==> src/rtl/lsu_req_queue_if.sv <==
// Request, tbus and response signals of the LSU request queue.
// The slave view belongs to the queue; the master view drives it.
`ifndef TBUS_RANGE
`define TBUS_RANGE 1:0
`endif
`ifndef TBUS_READ
`define TBUS_READ 2'd1
`endif
`ifndef TBUS_WRITE
`define TBUS_WRITE 2'd2
`endif

interface lsu_req_queue_if #(
    parameter int ADDR_W = 64,
    parameter int TAG_W  = 6
);
    logic              req_valid;
    logic              req_ready;
    logic              req_is_load;
    logic              req_is_store;
    logic              req_is_unsigned;
    logic [3:0]        req_ls_size;
    logic [ADDR_W-1:0] req_addr;
    logic [63:0]       req_wdata;
    logic [TAG_W-1:0]  req_tag;

    logic              tbus_index_valid;
    logic              tbus_index_ready;
    logic [ADDR_W-1:0] tbus_index;
    logic [`TBUS_RANGE] tbus_operation_type;
    logic [63:0]       tbus_write_data;
    logic [63:0]       tbus_write_mask;
    logic              tbus_operation_done;
    logic [63:0]       tbus_read_data;

    logic              resp_valid;
    logic [TAG_W-1:0]  resp_tag;
    logic [63:0]       resp_data;
    logic              resp_mmio;
    logic              resp_misalign;

    modport slave (
        input  req_valid, req_is_load, req_is_store, req_is_unsigned,
        input  req_ls_size, req_addr, req_wdata, req_tag,
        output req_ready,
        output tbus_index_valid, tbus_index, tbus_operation_type,
        output tbus_write_data, tbus_write_mask,
        input  tbus_index_ready, tbus_operation_done, tbus_read_data,
        output resp_valid, resp_tag, resp_data, resp_mmio, resp_misalign
    );

    modport master (
        output req_valid, req_is_load, req_is_store, req_is_unsigned,
        output req_ls_size, req_addr, req_wdata, req_tag,
        input  req_ready,
        input  tbus_index_valid, tbus_index, tbus_operation_type,
        input  tbus_write_data, tbus_write_mask,
        output tbus_index_ready, tbus_operation_done, tbus_read_data,
        input  resp_valid, resp_tag, resp_data, resp_mmio, resp_misalign
    );
endinterface

==> src/rtl/lsu_req_queue.sv <==
// In-order load/store queue in front of the tbus with several ops in flight.
// MMIO and misaligned requests skip the bus and answer in program order.
module lsu_req_queue #(
    parameter int DEPTH  = 4,
    parameter int ADDR_W = 64,
    parameter int TAG_W  = 6,
    parameter logic [ADDR_W-1:0] MMIO_BASE  = 'h30000000,
    parameter logic [ADDR_W-1:0] MMIO_LIMIT = 'h40700000
) (
    input  logic clock,
    input  logic reset_n,
    input  logic flush,
    output logic busy,
    lsu_req_queue_if.slave bus
);
    localparam int PW = $clog2(DEPTH);
    localparam int CW = PW + 1;
    localparam logic [CW-1:0] FULL = CW'(DEPTH);

    logic [ADDR_W-1:0] r_addr [DEPTH];
    logic [63:0]       r_wdata [DEPTH];
    logic [TAG_W-1:0]  r_tag [DEPTH];
    logic [3:0]        r_size [DEPTH];
    logic              r_load [DEPTH];
    logic              r_uns [DEPTH];
    logic              r_mmio [DEPTH];
    logic              r_mis [DEPTH];

    logic [PW-1:0] r_head, r_issue, r_tail;
    logic [CW-1:0] r_count, r_infl;

    logic              r_bv;
    logic [ADDR_W-1:0] r_bidx;
    logic [`TBUS_RANGE] r_bop;
    logic [63:0]       r_bdata, r_bmask;

    logic              r_rv;
    logic [TAG_W-1:0]  r_rtag;
    logic [63:0]       r_rdata;
    logic              r_rmmio, r_rmis;

    logic w_push, w_fire, w_done, w_byp, w_pop;
    logic w_req_mmio, w_req_mis, w_onehot;
    logic [3:0] w_rsz;
    logic [PW-1:0] w_head_nxt, w_issue_nxt, w_tail_nxt;
    logic [CW-1:0] w_count_nxt, w_infl_nxt;

    assign bus.req_ready = (r_count != FULL) & ~flush;
    assign w_push = bus.req_valid & bus.req_ready;
    assign w_fire = r_bv & bus.tbus_index_ready;
    assign w_done = bus.tbus_operation_done & (r_infl != '0);
    // nothing in flight means issue == head, so the bypass entry is oldest
    assign w_byp = (r_infl == '0) & (r_count != '0) & ~flush
                 & (r_mmio[r_issue] | r_mis[r_issue]);
    assign w_pop = w_done | w_byp;

    assign w_rsz = bus.req_ls_size;
    assign w_onehot = (w_rsz != 4'd0) & ((w_rsz & (w_rsz - 4'd1)) == 4'd0);
    assign w_req_mis = ~w_onehot
                     | (w_rsz[1] & bus.req_addr[0])
                     | (w_rsz[2] & (|bus.req_addr[1:0]))
                     | (w_rsz[3] & (|bus.req_addr[2:0]));
    assign w_req_mmio = (bus.req_addr >= MMIO_BASE)
                      & (bus.req_addr <= MMIO_LIMIT);

    assign w_head_nxt  = r_head + PW'(w_pop);
    assign w_issue_nxt = r_issue + PW'(w_fire | w_byp);
    assign w_infl_nxt  = r_infl + CW'(w_fire) - CW'(w_done);
    assign w_count_nxt = flush ? w_infl_nxt
                       : r_count + CW'(w_push) - CW'(w_pop);
    assign w_tail_nxt  = flush ? w_issue_nxt : r_tail + PW'(w_push);

    // next bus request, forwarded from the input when it lands in that slot
    logic              w_fwd, w_bv, w_bbyp, w_bload;
    logic [ADDR_W-1:0] w_baddr;
    logic [63:0]       w_bwd, w_bmask_base;
    logic [3:0]        w_bsz;
    logic [5:0]        w_bsh;

    assign w_fwd   = w_push & (w_issue_nxt == r_tail);
    assign w_baddr = w_fwd ? bus.req_addr : r_addr[w_issue_nxt];
    assign w_bwd   = w_fwd ? bus.req_wdata : r_wdata[w_issue_nxt];
    assign w_bsz   = w_fwd ? bus.req_ls_size : r_size[w_issue_nxt];
    assign w_bload = w_fwd ? (bus.req_is_load & ~bus.req_is_store)
                   : r_load[w_issue_nxt];
    assign w_bbyp  = w_fwd ? (w_req_mmio | w_req_mis)
                   : (r_mmio[w_issue_nxt] | r_mis[w_issue_nxt]);
    assign w_bv    = (w_count_nxt != w_infl_nxt) & ~w_bbyp;
    assign w_bsh   = {w_baddr[2:0], 3'b000};
    assign w_bmask_base = ({64{w_bsz[0]}} & 64'hFF)
                        | ({64{w_bsz[1]}} & 64'hFFFF)
                        | ({64{w_bsz[2]}} & 64'hFFFF_FFFF)
                        | ({64{w_bsz[3]}} & {64{1'b1}});

    logic [63:0] w_rsh, w_ld;
    logic [3:0]  w_hsz;
    logic        w_sx;

    assign w_hsz = r_size[r_head];
    assign w_sx  = ~r_uns[r_head];
    assign w_rsh = bus.tbus_read_data >> {r_addr[r_head][2:0], 3'b000};
    assign w_ld  = ({64{w_hsz[0]}} & {{56{w_sx & w_rsh[7]}}, w_rsh[7:0]})
                 | ({64{w_hsz[1]}} & {{48{w_sx & w_rsh[15]}}, w_rsh[15:0]})
                 | ({64{w_hsz[2]}} & {{32{w_sx & w_rsh[31]}}, w_rsh[31:0]})
                 | ({64{w_hsz[3]}} & w_rsh);

    always_ff @(posedge clock) begin
        if (w_push) begin
            r_addr[r_tail]  <= bus.req_addr;
            r_wdata[r_tail] <= bus.req_wdata;
            r_tag[r_tail]   <= bus.req_tag;
            r_size[r_tail]  <= bus.req_ls_size;
            r_load[r_tail]  <= bus.req_is_load & ~bus.req_is_store;
            r_uns[r_tail]   <= bus.req_is_unsigned;
            r_mmio[r_tail]  <= w_req_mmio;
            r_mis[r_tail]   <= w_req_mis;
        end
    end

    always_ff @(posedge clock) begin
        if (!reset_n) begin
            r_head  <= '0;
            r_issue <= '0;
            r_tail  <= '0;
            r_count <= '0;
            r_infl  <= '0;
            r_bv    <= 1'b0;
            r_bidx  <= '0;
            r_bop   <= '0;
            r_bdata <= '0;
            r_bmask <= '0;
            r_rv    <= 1'b0;
            r_rtag  <= '0;
            r_rdata <= '0;
            r_rmmio <= 1'b0;
            r_rmis  <= 1'b0;
        end else begin
            r_head  <= w_head_nxt;
            r_issue <= w_issue_nxt;
            r_tail  <= w_tail_nxt;
            r_count <= w_count_nxt;
            r_infl  <= w_infl_nxt;
            r_bv    <= w_bv;
            r_bidx  <= w_bv ? w_baddr : '0;
            r_bop   <= ~w_bv ? '0 : (w_bload ? `TBUS_READ : `TBUS_WRITE);
            r_bdata <= w_bv ? (w_bwd << w_bsh) : '0;
            r_bmask <= w_bv ? (w_bmask_base << w_bsh) : '0;
            r_rv    <= w_pop;
            r_rtag  <= w_pop ? r_tag[r_head] : '0;
            r_rdata <= (w_done & r_load[r_head]) ? w_ld : '0;
            r_rmmio <= w_byp & r_mmio[r_head] & ~r_mis[r_head];
            r_rmis  <= w_byp & r_mis[r_head];
        end
    end

    assign bus.tbus_index_valid    = r_bv;
    assign bus.tbus_index          = r_bidx;
    assign bus.tbus_operation_type = r_bop;
    assign bus.tbus_write_data     = r_bdata;
    assign bus.tbus_write_mask     = r_bmask;
    assign bus.resp_valid          = r_rv;
    assign bus.resp_tag            = r_rtag;
    assign bus.resp_data           = r_rdata;
    assign bus.resp_mmio           = r_rmmio;
    assign bus.resp_misalign       = r_rmis;
    assign busy = (r_count != '0) | r_rv;
endmodule

==> src/flat_wrapper.sv <==
// flat-port wrapper written by rule: the top's interface ports become plain ports
module lsu_req_queue_flat 
#(
    parameter int DEPTH  = 4,
    parameter int ADDR_W = 64,
    parameter int TAG_W  = 6,
    parameter logic [ADDR_W-1:0] MMIO_BASE  = 'h30000000,
    parameter logic [ADDR_W-1:0] MMIO_LIMIT = 'h40700000
)
  (clock, reset_n, flush, busy, bus_req_valid, bus_req_is_load, bus_req_is_store, bus_req_is_unsigned, bus_req_ls_size, bus_req_addr, bus_req_wdata, bus_req_tag, bus_req_ready, bus_tbus_index_valid, bus_tbus_index, bus_tbus_operation_type, bus_tbus_write_data, bus_tbus_write_mask, bus_tbus_index_ready, bus_tbus_operation_done, bus_tbus_read_data, bus_resp_valid, bus_resp_tag, bus_resp_data, bus_resp_mmio, bus_resp_misalign);
  lsu_req_queue_if #(.ADDR_W(ADDR_W), .TAG_W(TAG_W)) bus_i ();
  input  logic clock;
  input  logic reset_n;
  input  logic flush;
  output logic busy;
  input wire logic [$bits(bus_i.req_valid)-1:0] bus_req_valid;
  input wire logic [$bits(bus_i.req_is_load)-1:0] bus_req_is_load;
  input wire logic [$bits(bus_i.req_is_store)-1:0] bus_req_is_store;
  input wire logic [$bits(bus_i.req_is_unsigned)-1:0] bus_req_is_unsigned;
  input wire logic [$bits(bus_i.req_ls_size)-1:0] bus_req_ls_size;
  input wire logic [$bits(bus_i.req_addr)-1:0] bus_req_addr;
  input wire logic [$bits(bus_i.req_wdata)-1:0] bus_req_wdata;
  input wire logic [$bits(bus_i.req_tag)-1:0] bus_req_tag;
  output wire logic [$bits(bus_i.req_ready)-1:0] bus_req_ready;
  output wire logic [$bits(bus_i.tbus_index_valid)-1:0] bus_tbus_index_valid;
  output wire logic [$bits(bus_i.tbus_index)-1:0] bus_tbus_index;
  output wire logic [$bits(bus_i.tbus_operation_type)-1:0] bus_tbus_operation_type;
  output wire logic [$bits(bus_i.tbus_write_data)-1:0] bus_tbus_write_data;
  output wire logic [$bits(bus_i.tbus_write_mask)-1:0] bus_tbus_write_mask;
  input wire logic [$bits(bus_i.tbus_index_ready)-1:0] bus_tbus_index_ready;
  input wire logic [$bits(bus_i.tbus_operation_done)-1:0] bus_tbus_operation_done;
  input wire logic [$bits(bus_i.tbus_read_data)-1:0] bus_tbus_read_data;
  output wire logic [$bits(bus_i.resp_valid)-1:0] bus_resp_valid;
  output wire logic [$bits(bus_i.resp_tag)-1:0] bus_resp_tag;
  output wire logic [$bits(bus_i.resp_data)-1:0] bus_resp_data;
  output wire logic [$bits(bus_i.resp_mmio)-1:0] bus_resp_mmio;
  output wire logic [$bits(bus_i.resp_misalign)-1:0] bus_resp_misalign;
  assign bus_i.req_valid = bus_req_valid;
  assign bus_i.req_is_load = bus_req_is_load;
  assign bus_i.req_is_store = bus_req_is_store;
  assign bus_i.req_is_unsigned = bus_req_is_unsigned;
  assign bus_i.req_ls_size = bus_req_ls_size;
  assign bus_i.req_addr = bus_req_addr;
  assign bus_i.req_wdata = bus_req_wdata;
  assign bus_i.req_tag = bus_req_tag;
  assign bus_req_ready = bus_i.req_ready;
  assign bus_tbus_index_valid = bus_i.tbus_index_valid;
  assign bus_tbus_index = bus_i.tbus_index;
  assign bus_tbus_operation_type = bus_i.tbus_operation_type;
  assign bus_tbus_write_data = bus_i.tbus_write_data;
  assign bus_tbus_write_mask = bus_i.tbus_write_mask;
  assign bus_i.tbus_index_ready = bus_tbus_index_ready;
  assign bus_i.tbus_operation_done = bus_tbus_operation_done;
  assign bus_i.tbus_read_data = bus_tbus_read_data;
  assign bus_resp_valid = bus_i.resp_valid;
  assign bus_resp_tag = bus_i.resp_tag;
  assign bus_resp_data = bus_i.resp_data;
  assign bus_resp_mmio = bus_i.resp_mmio;
  assign bus_resp_misalign = bus_i.resp_misalign;
  lsu_req_queue #(.DEPTH(DEPTH), .ADDR_W(ADDR_W), .TAG_W(TAG_W), .MMIO_BASE(MMIO_BASE), .MMIO_LIMIT(MMIO_LIMIT)) u_core (.clock(clock), .reset_n(reset_n), .flush(flush), .busy(busy), .bus(bus_i));
endmodule
==> config.mk <==
export PLATFORM = sky130hd
export DESIGN_NAME = lsu_req_queue_flat
export DESIGN_NICKNAME = d
export VERILOG_FILES = /design/src/rtl/lsu_req_queue_if.sv /design/src/rtl/lsu_req_queue.sv /design/src/flat_wrapper.sv
export SDC_FILE = /design/constraint.sdc
export NUM_CORES = 1
export LEC_CHECK = 0
export BUFFER_PORTS_ARGS = -buffer_cell sky130_fd_sc_hd__clkbuf_2
export CAP_MARGIN = 0
export CELL_PAD_IN_SITES_DETAIL_PLACEMENT = 0
export CELL_PAD_IN_SITES_GLOBAL_PLACEMENT = 2
export CORE_MARGIN = 4
export CORE_UTILIZATION = 40
export DETAILED_ROUTE_END_ITERATION = 10
export PLACE_DENSITY_LB_ADDON = 0.1
export SLEW_MARGIN = 10
export SYNTH_ARGS = -nofsm -noshare
export SYNTH_HDL_FRONTEND = slang
export SYNTH_SLANG_ARGS = --single-unit
==> constraint.sdc <==
create_clock -name clock -period 16.9 [get_ports clock]
set_input_delay 3.38 -clock clock [delete_from_list [all_inputs] [get_ports clock]]
set_output_delay 3.38 -clock clock [all_outputs]
set_load 0.05 [all_outputs]
## Yosys cells after proc, flatten, opt, wreduce, memory -nomap -nowiden

Memory sizes are Yosys's and may differ from the RTL's. A register that Yosys moved wholly into a read port is not among the register bits.
Index checks and enable logic that the tools add are counted.
W data, S select, Z words.

| storage, ports and cells | value |
|---|---|
| register bits after elaboration | 274 |
| memory bits (writable) | 568 |
| input bits | 211 |
| word-level logic and storage cells | 115 |
| memories | 8 |

| cells by class | value |
|---|---|
| add/subtract/negate cells | 8 |
| order comparisons | 2 |
| equal/unequal tests | 3 |
| shift-type cells | 3 |
| mux-type cells | 18 |
| bitwise gates (word level) | 48 |
| reduce and logical (&&, ||, !) cells | 11 |

Memory list:

| name | depth | width | read ports | clocked after memory_dff | wr ports | line | RTL |
|---|---|---|---|---|---|---|---|
| u_core.r_addr | 4 | 64 | 2 | 1 | 1 | lsu_req_queue.sv:20 | `logic [ADDR_W-1:0] r_addr [DEPTH];` |
| u_core.r_wdata | 4 | 64 | 1 | 0 | 1 | lsu_req_queue.sv:21 | `logic [63:0] r_wdata [DEPTH];` |
| u_core.r_tag | 4 | 6 | 1 | 1 | 1 | lsu_req_queue.sv:22 | `logic [TAG_W-1:0] r_tag [DEPTH];` |
| u_core.r_size | 4 | 4 | 2 | 1 | 1 | lsu_req_queue.sv:23 | `logic [3:0] r_size [DEPTH];` |
| u_core.r_load | 4 | 1 | 2 | 1 | 1 | lsu_req_queue.sv:24 | `logic r_load [DEPTH];` |
| u_core.r_mis | 4 | 1 | 3 | 2 | 1 | lsu_req_queue.sv:27 | `logic r_mis [DEPTH];` |
| 2 more memories | n/a | n/a | n/a | n/a | n/a | n/a |  |

Operator list:

| operator | count |
|---|---|
| $and A64 B64 Y64 | 4 |
| $or A64 B64 Y64 | 4 |
| $mux W64 | 2 |
| $shl A64 B6 Y64 | 2 |
| $ge A64 B30 Y1 const B | 1 |
| $le A64 B31 Y1 const B | 1 |
| $or A64 B32 Y64 | 1 |
| $shr A64 B6 Y64 | 1 |
| $and A1 B1 Y1 | 22 |
| $mux W2 | 10 |
| $or A8 B16 Y16 | 1 |
| $or A1 B1 Y1 | 9 |
| $add A3 B1 Y3 | 2 |
| $not A1 Y1 | 6 |
| $reduce_and A2 Y1 | 3 |
| $reduce_bool A3 Y1 | 2 |
| $sub A3 B1 Y3 | 2 |
| $add A2 B1 Y2 | 2 |
| $and A4 B4 Y4 | 1 |
| $logic_not A4 Y1 | 1 |
| $mux W1 | 4 |
| $mux W4 | 1 |
| $reduce_bool A4 Y1 | 1 |
| $sub A4 B1 Y4 const B | 1 |
| 9 further kinds | 9 |

## Logic depth before layout (Yosys ltp)

Gate-level depths: netlist (run 1).

| logic depth | value |
|---|---|
| depth after elaboration | 13 |
| mapped depth | 20 |
| mapped depth without buffers | 17 |

## Least setup slack after synthesis (run 1)

OpenSTA, ideal clock, no wires.

| path | value |
|---|---|
| kind | in2reg |
| start point | input flush |
| end point | memory u_core.r_addr[0][0] (enable) |
| setup time | 0.846 ns |
| arrival | 14.286 ns |
| required time | 16.054 ns |
| path slack | 1.769 ns |
| stages | 4 |
| cell sequence | clkbuf_1 nor2b_1 and2_0 nor3b_1 |

| on the way | value |
|---|---|
| cells in the longest elaborated chain, start to end | 5 |

Ends and longest elaborated chain:

| what | line | RTL |
|---|---|---|
| from (decl) | flat_wrapper.sv:14 | `input logic flush;` |
| $not A1 Y1 | lsu_req_queue.sv:48 | `assign bus.req_ready = (r_count != FULL) & ~flush;` |
| $and A1 B1 Y1 | lsu_req_queue.sv:48 |  |
| $and A1 B1 Y1 | lsu_req_queue.sv:49 | `assign w_push = bus.req_valid & bus.req_ready;` |
| $mux W1 | lsu_req_queue.sv:108 | `if (w_push) begin` |
| $mux W1 (not written as such) | lsu_req_queue.sv:109 | `r_addr[r_tail] <= bus.req_addr;` |
| to (decl) | lsu_req_queue.sv:20 |  |

Every way passes these cells.

## Worst setup path in the final report (run 1)

| path | value |
|---|---|
| start point | input flush |
| end point | output bus_req_ready |

| on the way | value |
|---|---|
| cells in the longest elaborated chain, start to end | 2 |

Ends and longest elaborated chain:

| what | line | RTL |
|---|---|---|
| $not A1 Y1 | lsu_req_queue.sv:48 |  |
| $and A1 B1 Y1 | lsu_req_queue.sv:48 |  |
| to (decl) | flat_wrapper.sv:24 | `output wire logic [$bits(bus_i.req_ready)-1:0] bus_req_ready;` |

Every way passes these cells.

==> results of run 1 <==
## logic make-up after synthesis
kind of cell    after synthesis  share of synthesized area [%]
fa+ha+maj                     9                         0.3955
mux                         350                          16.73
flops                       792                          66.75
xor+xnor                     12                         0.3684
buf+inv                     209                          3.637
simple gates                462                          6.506
compound gates              299                          5.607
## state kept, by name, summed over array words and instances, names as in the netlist, 3 cells and up
register,count
u_core.bus.resp_data,64
u_core.bus.resp_tag,6
u_core.bus.tbus_index,64
u_core.bus.tbus_write_data,64
u_core.bus.tbus_write_mask,8
u_core.r_addr,256
u_core.r_count,3
u_core.r_infl,3
u_core.r_load,4
u_core.r_mis,4
u_core.r_mmio,4
u_core.r_size,16
u_core.r_tag,24
u_core.r_uns,4
u_core.r_wdata,256
## cells in the final DEF (no fill, tap or decap), drive strengths merged, types with 7 or more instances in the layout
| cell type | count |
|---|---|
| nor4 | 21 |
| clkbuf | 589 |
| mux2i | 185 |
| dfxtp | 224 |
| nor2b | 32 |
| nor2 | 74 |
| nand2b | 15 |
| inv | 17 |
| mux2 | 15 |
| nor3 | 30 |
| diode | 15 |
| clkinv | 45 |
| a22oi | 17 |
| o22ai | 9 |
| o21a | 9 |
| a211oi | 30 |
| nand2 | 237 |
| ha | 7 |
| o21ai | 29 |
| xnor2 | 8 |
| and2 | 10 |
| a22o | 7 |
| and3 | 11 |
| nor3b | 10 |
| edfxtp | 568 |
| buf | 26 |
| mux4 | 150 |
| a21oi | 172 |
| a311oi | 9 |
## path summary, 6_finish.rpt
| path | startpoint | end | cells after the start |
|---|---|---|---|
| max | flush | bus_req_ready | 4 |
| min | u_core.r_infl[2] | u_core.r_infl[2] | 2 |
| max reg2reg | u_core.r_mmio[2] | u_core.bus.tbus_write_data[7] | 13 |
| min reg2reg | u_core.r_infl[2] | u_core.r_infl[2] | 2 |
## final cells by class
cell class / count / area (µm²) / area share [%]
diodes: 15 / 37.54 / 0.09879
clock inverters: 53 / 395.4 / 1.041
multi-input cells: 1132 / 9679 / 25.47
clock buffers: 109 / 2342 / 6.164
well taps: 1050 / 1314 / 3.458
flip-flops and latches: 792 / 21540 / 56.69
repair buffers: 506 / 2635 / 6.935
inverters: 14 / 52.55 / 0.1383
## metrics by stage
step | area [µm²] | instances | util (%) | worst slack [ns]
finish | 38000 | 3671 | 47.79 | 9.346
floorplan | 32270 | 2133 | - | 1.769
detailed placement | 35220 | 3494 | 44.30 | 8.518
global placement | 35220 | 3494 | 44.30 | 8.583
global route | 37980 | 3663 | 47.76 | 8.833
CTS | 37960 | 3656 | 47.74 | 9.219
## power groups by stage
stage	clock network, mW	logic (mW)	registers [mW]
3_5_place_dp	0	3.07	2.38
2_1_floorplan	0	2.09	2.64
4_1_cts	1.86	3.08	2.34
3_3_place_gp	0	3.08	2.38
6_report	1.81	3.03	2.34
5_1_grt	1.94	3.29	2.35
## per-layer routing
layer | up-vias | global-route usage (%)
li1 | 8892 | -
met1 | 9884 | 28.25
met2 | 605 | 35.06
met3 | 145 | 4.510
met4 | 14 | 6.307
met5 | - | 0
## critical path, cell delays in order
cell,delay [ns]
sky130_fd_sc_hd__clkbuf_2,0.16
sky130_fd_sc_hd__inv_1,0.15
sky130_fd_sc_hd__and2_1,0.19
sky130_fd_sc_hd__clkbuf_2,0.29
==> results list, run 1 <==
- Per report_power, the sequential group accounts for 32.6% of the total.
- In this run, synthesis produced a sequential element count of 792.
* Number of setup violations in the final report: 0
- Floorplan core area: 0.07952 mm²
* Static Leak: 14.22 nW
* CP Class: in -> out
- Detailed placement finished with a half-perimeter wire length of 60460 µm.
- Total GRT Usage: 21.17%
* Share of synthesized area occupied by flip-flops and latches: 66.75%
- Dominant cell type by area after synthesis: sky130_fd_sc_hd__edfxtp_1
- Hold Buf Count CTS: 0
- The filler cells instantiated in the layout total 7012.
* Met3 wirelength from detailed routing: 5631 µm
- Yosys instantiated no cell more often than sky130_fd_sc_hd__edfxtp_1.
- Count of input and output buffers: 480
* Number of nets in the final layout: 2753
* Element type at the critical path end: output pin
- Ratio of total power to cell area: 189.0 mW/mm²
- Global-route wire length before repair: 135800 µm
* Pin count of the biggest net entering global routing: 122
- Row generation in the floorplan step produced 103 rows.
- Dividing the detail-routed wire length by the instance count gives 25.25 µm.
- Slew at the pin closest to its max-slew limit: 1.201 ns
* Top-level I/O count: 481
- The run finished with clean final reports.
- Vias in the first global route: 20180
* Post-synthesis instance area: 0.03227 mm²
- Of the total power, the clock network draws 25.2%.
- After the first detailed-routing iteration, the DRC count stood at 1333.
- Vias/cell: 5.323
- The final hold violation count is 0.
- Top layer reached by signal wires: met5
* CTS sink count: 792
* Metal2 WL: 45390 µm
- Synth cell count leaders: sky130_fd_sc_hd__edfxtp_1 (568), sky130_fd_sc_hd__nand2_1 (237), sky130_fd_sc_hd__dfxtp_1 (224), sky130_fd_sc_hd__mux2i_1 (185), sky130_fd_sc_hd__a21oi_1 (172)
- Total Power: 7.183 mW
* Setup slack of the worst register-to-register path: 11.48 ns
* Sum of overflow across all layers after global routing: 0
- Data arrival time of the critical path: 4.17 ns
- In the final layout, the share of cells above drive strength 1 is 31.70%.
- CP max FO: 9
* DRT met1 WL: 39340 µm
- Final hold analysis gives a worst-case slack of 0.6119 ns.
- CTS tree: done
- Psw: 2.776 mW
- Relative slew margins: 19.95%
- Sw frac: 38.65%
- Main area contributors after synthesis: sky130_fd_sc_hd__edfxtp_1 (53%), sky130_fd_sc_hd__dfxtp_1 (14%), sky130_fd_sc_hd__mux4_2 (10%), sky130_fd_sc_hd__mux2i_1 (5.7%), sky130_fd_sc_hd__nand2_1 (2.8%)
- WP data required: 13.52 ns
- Type of element launching the critical path: input pin
- Placer Congestion: 0.8483
- Setup total negative slack on the finished layout was measured at 0 ns.
- Syn_nets: 2353
- Internal power: 4.406 mW
- The cell sitting at the root of the clock tree is a sky130_fd_sc_hd__clkbuf_16.
- Post-cts repair resize count: 0
- Synth cell types: 60
* Mapped Cells: 2133
* Num CTS Buffers: 87
- Share of the clock period used by the worst path: 44.70%
- Initial core utilization: 40.58%
- Across the routed clock network, the largest skew measured is 0.03424 ns.
- Maximum vdd ir drop: 221.8 µV
* Asr flop ratio synth: 0%
- Number of warnings printed during yosys synthesis: 0
* Clock tree buffer depth: 3
* Initial antenna violation count: 23
- For this run, the top clock speed supported by timing is 0.1324 GHz.
* Post-synth top flop: sky130_fd_sc_hd__edfxtp_1
* Setup repair after global routing missed its margin: no
- Number of max-capacitance violations reported: 0
- In the routed design, unresolved DRC markers number 0.
* DR vias: 19540
- Min-Delay Path Class: reg -> reg
* Pins over their slew limit: 0
- Measured along the x axis, the die boundary spans 292.0 µm.
* Post-CTS Repair Setup Buffers: 0
- H-tree depth: 3
* Routed wire length: 92700 µm
* Average size of a mapped cell: 15.13 µm²
* DR pass1 iterations: 5
- Clock insertion delay at the later pin of the skew report: 0.63 ns
- Number of flops mapped to enable cells by yosys: 568
- The die covers 0.08528 mm².
* Logic pwr share: 42.2%
- After clock tree synthesis, the clock-pin slew on the worst setup and hold paths is 0.06 ns.
- Die outline height: 292.0 µm
- Area growth, synth to finish: 17.75%
- The detail route stage leaves a number of antenna-violating nets equal to 0.
* Clock period minus final worst setup slack: 7.554 ns
- Share of the synthesized area in the top cell type: 52.86%
Power figures use the tool's default switching activity.
==> inputs of run 2 (changes only) <==
--- a/config.mk
+++ b/config.mk
@@ -10,7 +10,7 @@
 export CELL_PAD_IN_SITES_DETAIL_PLACEMENT = 0
 export CELL_PAD_IN_SITES_GLOBAL_PLACEMENT = 2
 export CORE_MARGIN = 4
-export CORE_UTILIZATION = 40
+export CORE_UTILIZATION = 37
 export DETAILED_ROUTE_END_ITERATION = 10
 export PLACE_DENSITY_LB_ADDON = 0.1
 export SLEW_MARGIN = 10
==> constraint.sdc (replaced) <==
create_clock -name clock -period 6.1 [get_ports clock]
set_input_delay 1.22 -clock clock [delete_from_list [all_inputs] [get_ports clock]]
set_output_delay 1.22 -clock clock [all_outputs]
set_load 0.05 [all_outputs]
==> run 2 against run 1 <==
  * Critical path depth rose by 14
  * Sequential power grew to 2.8 times the previous value
  * Hold slack gained 0.014 ns
  * Final area is 1.5% higher
==> results list, run 2 (same netlist as run 1, synthesis figures left out) <==
* Cell at the slowest stage of the critical path: sky130_fd_sc_hd__a311oi_1
* Final worst clock skew: 0.02746 ns (-0.006778 ns)
* Element type at the critical path end: flip-flop
* Top Family by Delay on Critical Path: simple AND/OR/NAND/NOR gates
- The routed length per instance came to 25.30 µm (+0.19%).
- The area inside the core boundary was 0.08662 mm² (+8.9%).
- Initial antenna violation count: 29 (+26%)
- The clock transition time at the flip-flop clock pins of the worst setup and hold paths came to 0.06 ns (about the same).
- Pins over their slew limit: 0 (unchanged)
* Root Buffer Master: sky130_fd_sc_hd__clkbuf_16
- CTS sink count: 792 (unchanged)
* Hold Buf Count CTS: 0 (unchanged)
- The maximum VDD drop is 452.2 µV (+100%).
- Min-Delay Path Class: reg -> reg
- The leakage component of the power came to 14.42 nW (+1.4%).
- The total DRC errors in the routed layout was 0 (unchanged).
- The I/O pin total came to 481 (unchanged).
- Count of input and output buffers: 480 (unchanged)
* Number of max-capacitance violations reported: 0 (unchanged)
* Routed wire length: 95860 µm (+3.4%)
* Relative slew margins: 33.22% (+13 points)
- The power density over cell area is 532.2 mW/mm² (+180%).
* Global-route wire length before repair: 138800 µm (+2.2%)
* Clock tree buffer depth: 3 (unchanged)
- Top Registers: u_core.r_addr (256), u_core.r_wdata (256)
* Number of setup violations in the final report: 0 (unchanged)
- The placer's final routability congestion estimate came to 0.8100 (-4.5%).
- The routed length on met1 came to 40210 µm (+2.2%).
- Vias/cell: 5.197 (-2.4%)
- Fmax achieved: 0.2118 GHz
* Summed negative setup slack over all endpoints: 0 ns (unchanged)
* Die outline height: 303.3 µm (+3.9%)
- The summed area of non-filler cells in the final layout is 0.03857 mm² (+1.5%).
* Area growth, synth to finish: 19.54%
- The overall overflow remaining after global route was 0 (unchanged).
- The worst-path maximum fanout came to 99 (+90).
- Initial core utilization: 37.25% (-3.3 points)
* Type of element launching the critical path: flip-flop
- Pin count of the biggest net entering global routing: 105 (-14%)
- The fraction of layout instances using a drive strength above 1 was 32.00% (+0.30 points).
- Fillers: 7904 (+13%)
- Setup repair after global routing left no endpoint under its margin.
* Antenna Nets Post-Route: 0 (unchanged)
- Num CTS Buffers: 87 (unchanged)
* Post-cts repair resize count: 0 (unchanged)
- Std-Cell Rows: 108 (+4.9%)
- Cell-by-cell trace of the critical path: nor3_1 -> a211oi_1 -> a21oi_1 -> nor4_1 -> or2_2 -> ha_1 -> inv_1 -> ha_1 -> inv_1 -> fa_1 -> xor2_1 -> xnor2_1 -> xnor2_1 -> a311oi_1 -> and3_1 -> a41oi_4 -> buf_12 -> nor4b_1
* First-iteration detailed-routing DRC count: 1318 (-1.1%)
* Placed standard-cell area: 0.03558 mm² (+1.0%)
- Total GRT Usage: 20.44% (-0.73 points)
* Result of the run: complete, no violations
- Metal2 WL: 46700 µm (+2.9%)
* Slew at the pin closest to its max-slew limit: 1.002 ns (-0.1991 ns)
- Share of the clock period used by the worst path: 77.39%
* DR pass1 iterations: 5 (unchanged)
- Met3 wirelength from detailed routing: 6698 µm (+19%)
- Final number of hold-violating endpoints: 0 (unchanged)
- Placed wire-length estimate after detailed placement: 63340 µm (+4.8%)
- The library cell used most frequently in the layout, excluding fill and tap cells, is sky130_fd_sc_hd__edfxtp_1.
- Post-CTS Repair Setup Buffers: 0 (unchanged)
* DR vias: 19690 (+0.78%)
* CTS tree: done
- Number of nets in the final layout: 2768 (+0.54%)
* Die Footprint: 0.09200 mm² (+7.9%)
* Most frequent cells in the layout: sky130_fd_sc_hd__edfxtp_1 (568), sky130_fd_sc_hd__clkbuf_2 (480), sky130_fd_sc_hd__nand2_1 (237)
* Max incr delay on CP: 0.53 ns (+0.24 ns)
- WP data required: 6.62 ns (-6.90 ns)
* Top layer reached by signal wires: met5
- The width of the die is 303.3 µm (+3.9%).
- The signal arrival time at the worst endpoint came to 5.24 ns (+1.07 ns).
- The total number of H-tree levels is 3 (unchanged).
- Vias in the first global route: 20220 (+0.19%)
- The total buffers and inverters traversed by the critical path is 3 (unchanged).
- Clock period minus final worst setup slack: 4.721 ns
- The later-pin clock latency in the skew report is 0.65 ns (+0.02 ns).
- The critical path is of the reg -> reg type.
## run 2: changes by cell type in the layout (fill, tap and decap cells not counted), sizes merged
cell	change
clkinv	-17
buf	+15
clkbuf	+11
bufinv	+6
diode	-3
inv	+1
## run 2: power by group
part | internal, mW | switching (mW)
sequential | 6.26 | 0.245
clock | 3.22 | 2.17
combinational | 3.19 | 5.45
total | 12.7 | 7.86
## run 2: worst paths after layout
check / startpoint / end / slack (ns) / cells after the start
hold reg to reg: u_core.r_infl[2] / u_core.r_infl[2] / 0.63 / 2
setup reg to reg: u_core.r_issue[0] / u_core.bus.tbus_write_mask[7] / 1.38 / 18
setup / recovery: u_core.r_issue[0] / u_core.bus.tbus_write_mask[7] / 1.38 / 18
hold / removal: u_core.r_infl[2] / u_core.r_infl[2] / 0.63 / 2
## run 2: metal layers
layer / track usage, % / vias up
met5: 0 / -
met3: 5.344 / 144
met4: 5.057 / 22
met1: 26.79 / 10030
met2: 34.14 / 568
li1: - / 8928
## run 2: worst register-to-register path: cells and delay by family (launching register included)
| kind | cells | cell delay, ns |
|---|---|---|
| buffers and inverters | 3 | 0.37 |
| DFF | 1 | 0.46 |
| AOI/OAI and AO/OA | 4 | 0.91 |
| xor gates and xnor gates | 3 | 0.48 |
| adders and majority gates | 3 | 0.77 |
| and+or+nand+nor | 5 | 1.61 |
## run 2: layout make-up
cell class              instances  area, µm²  area share [%]
multi-input cells            1132       9686           25.11
clock buffers                 120       2466           6.393
flip-flops and latches        792      21540           55.84
well taps                    1155       1445           3.746
diodes                         12      30.03         0.07785
repair buffers                521       2860           7.415
inverters                      14      52.55          0.1362
clock inverters                43      493.0           1.278
## run 2: stage by stage
stage / total power [mW] / util [%] / worst slack [ns] / cells / hold slack [ns]
finish: 20.53 / 44.53 / 1.379 / 3789 / 0.6255
global route: 21.69 / 44.51 / 0.9422 / 3781 / 0.6684
CTS: 20.86 / 44.50 / 1.309 / 3777 / 0.6202
detailed placement: 15.40 / 41.08 / 0.7343 / 3614 / 0.6009
global placement: 15.41 / 41.08 / 0.8189 / 3614 / 0.5957
floorplan: 13.07 / - / 0.05477 / 2133 / 0.5340
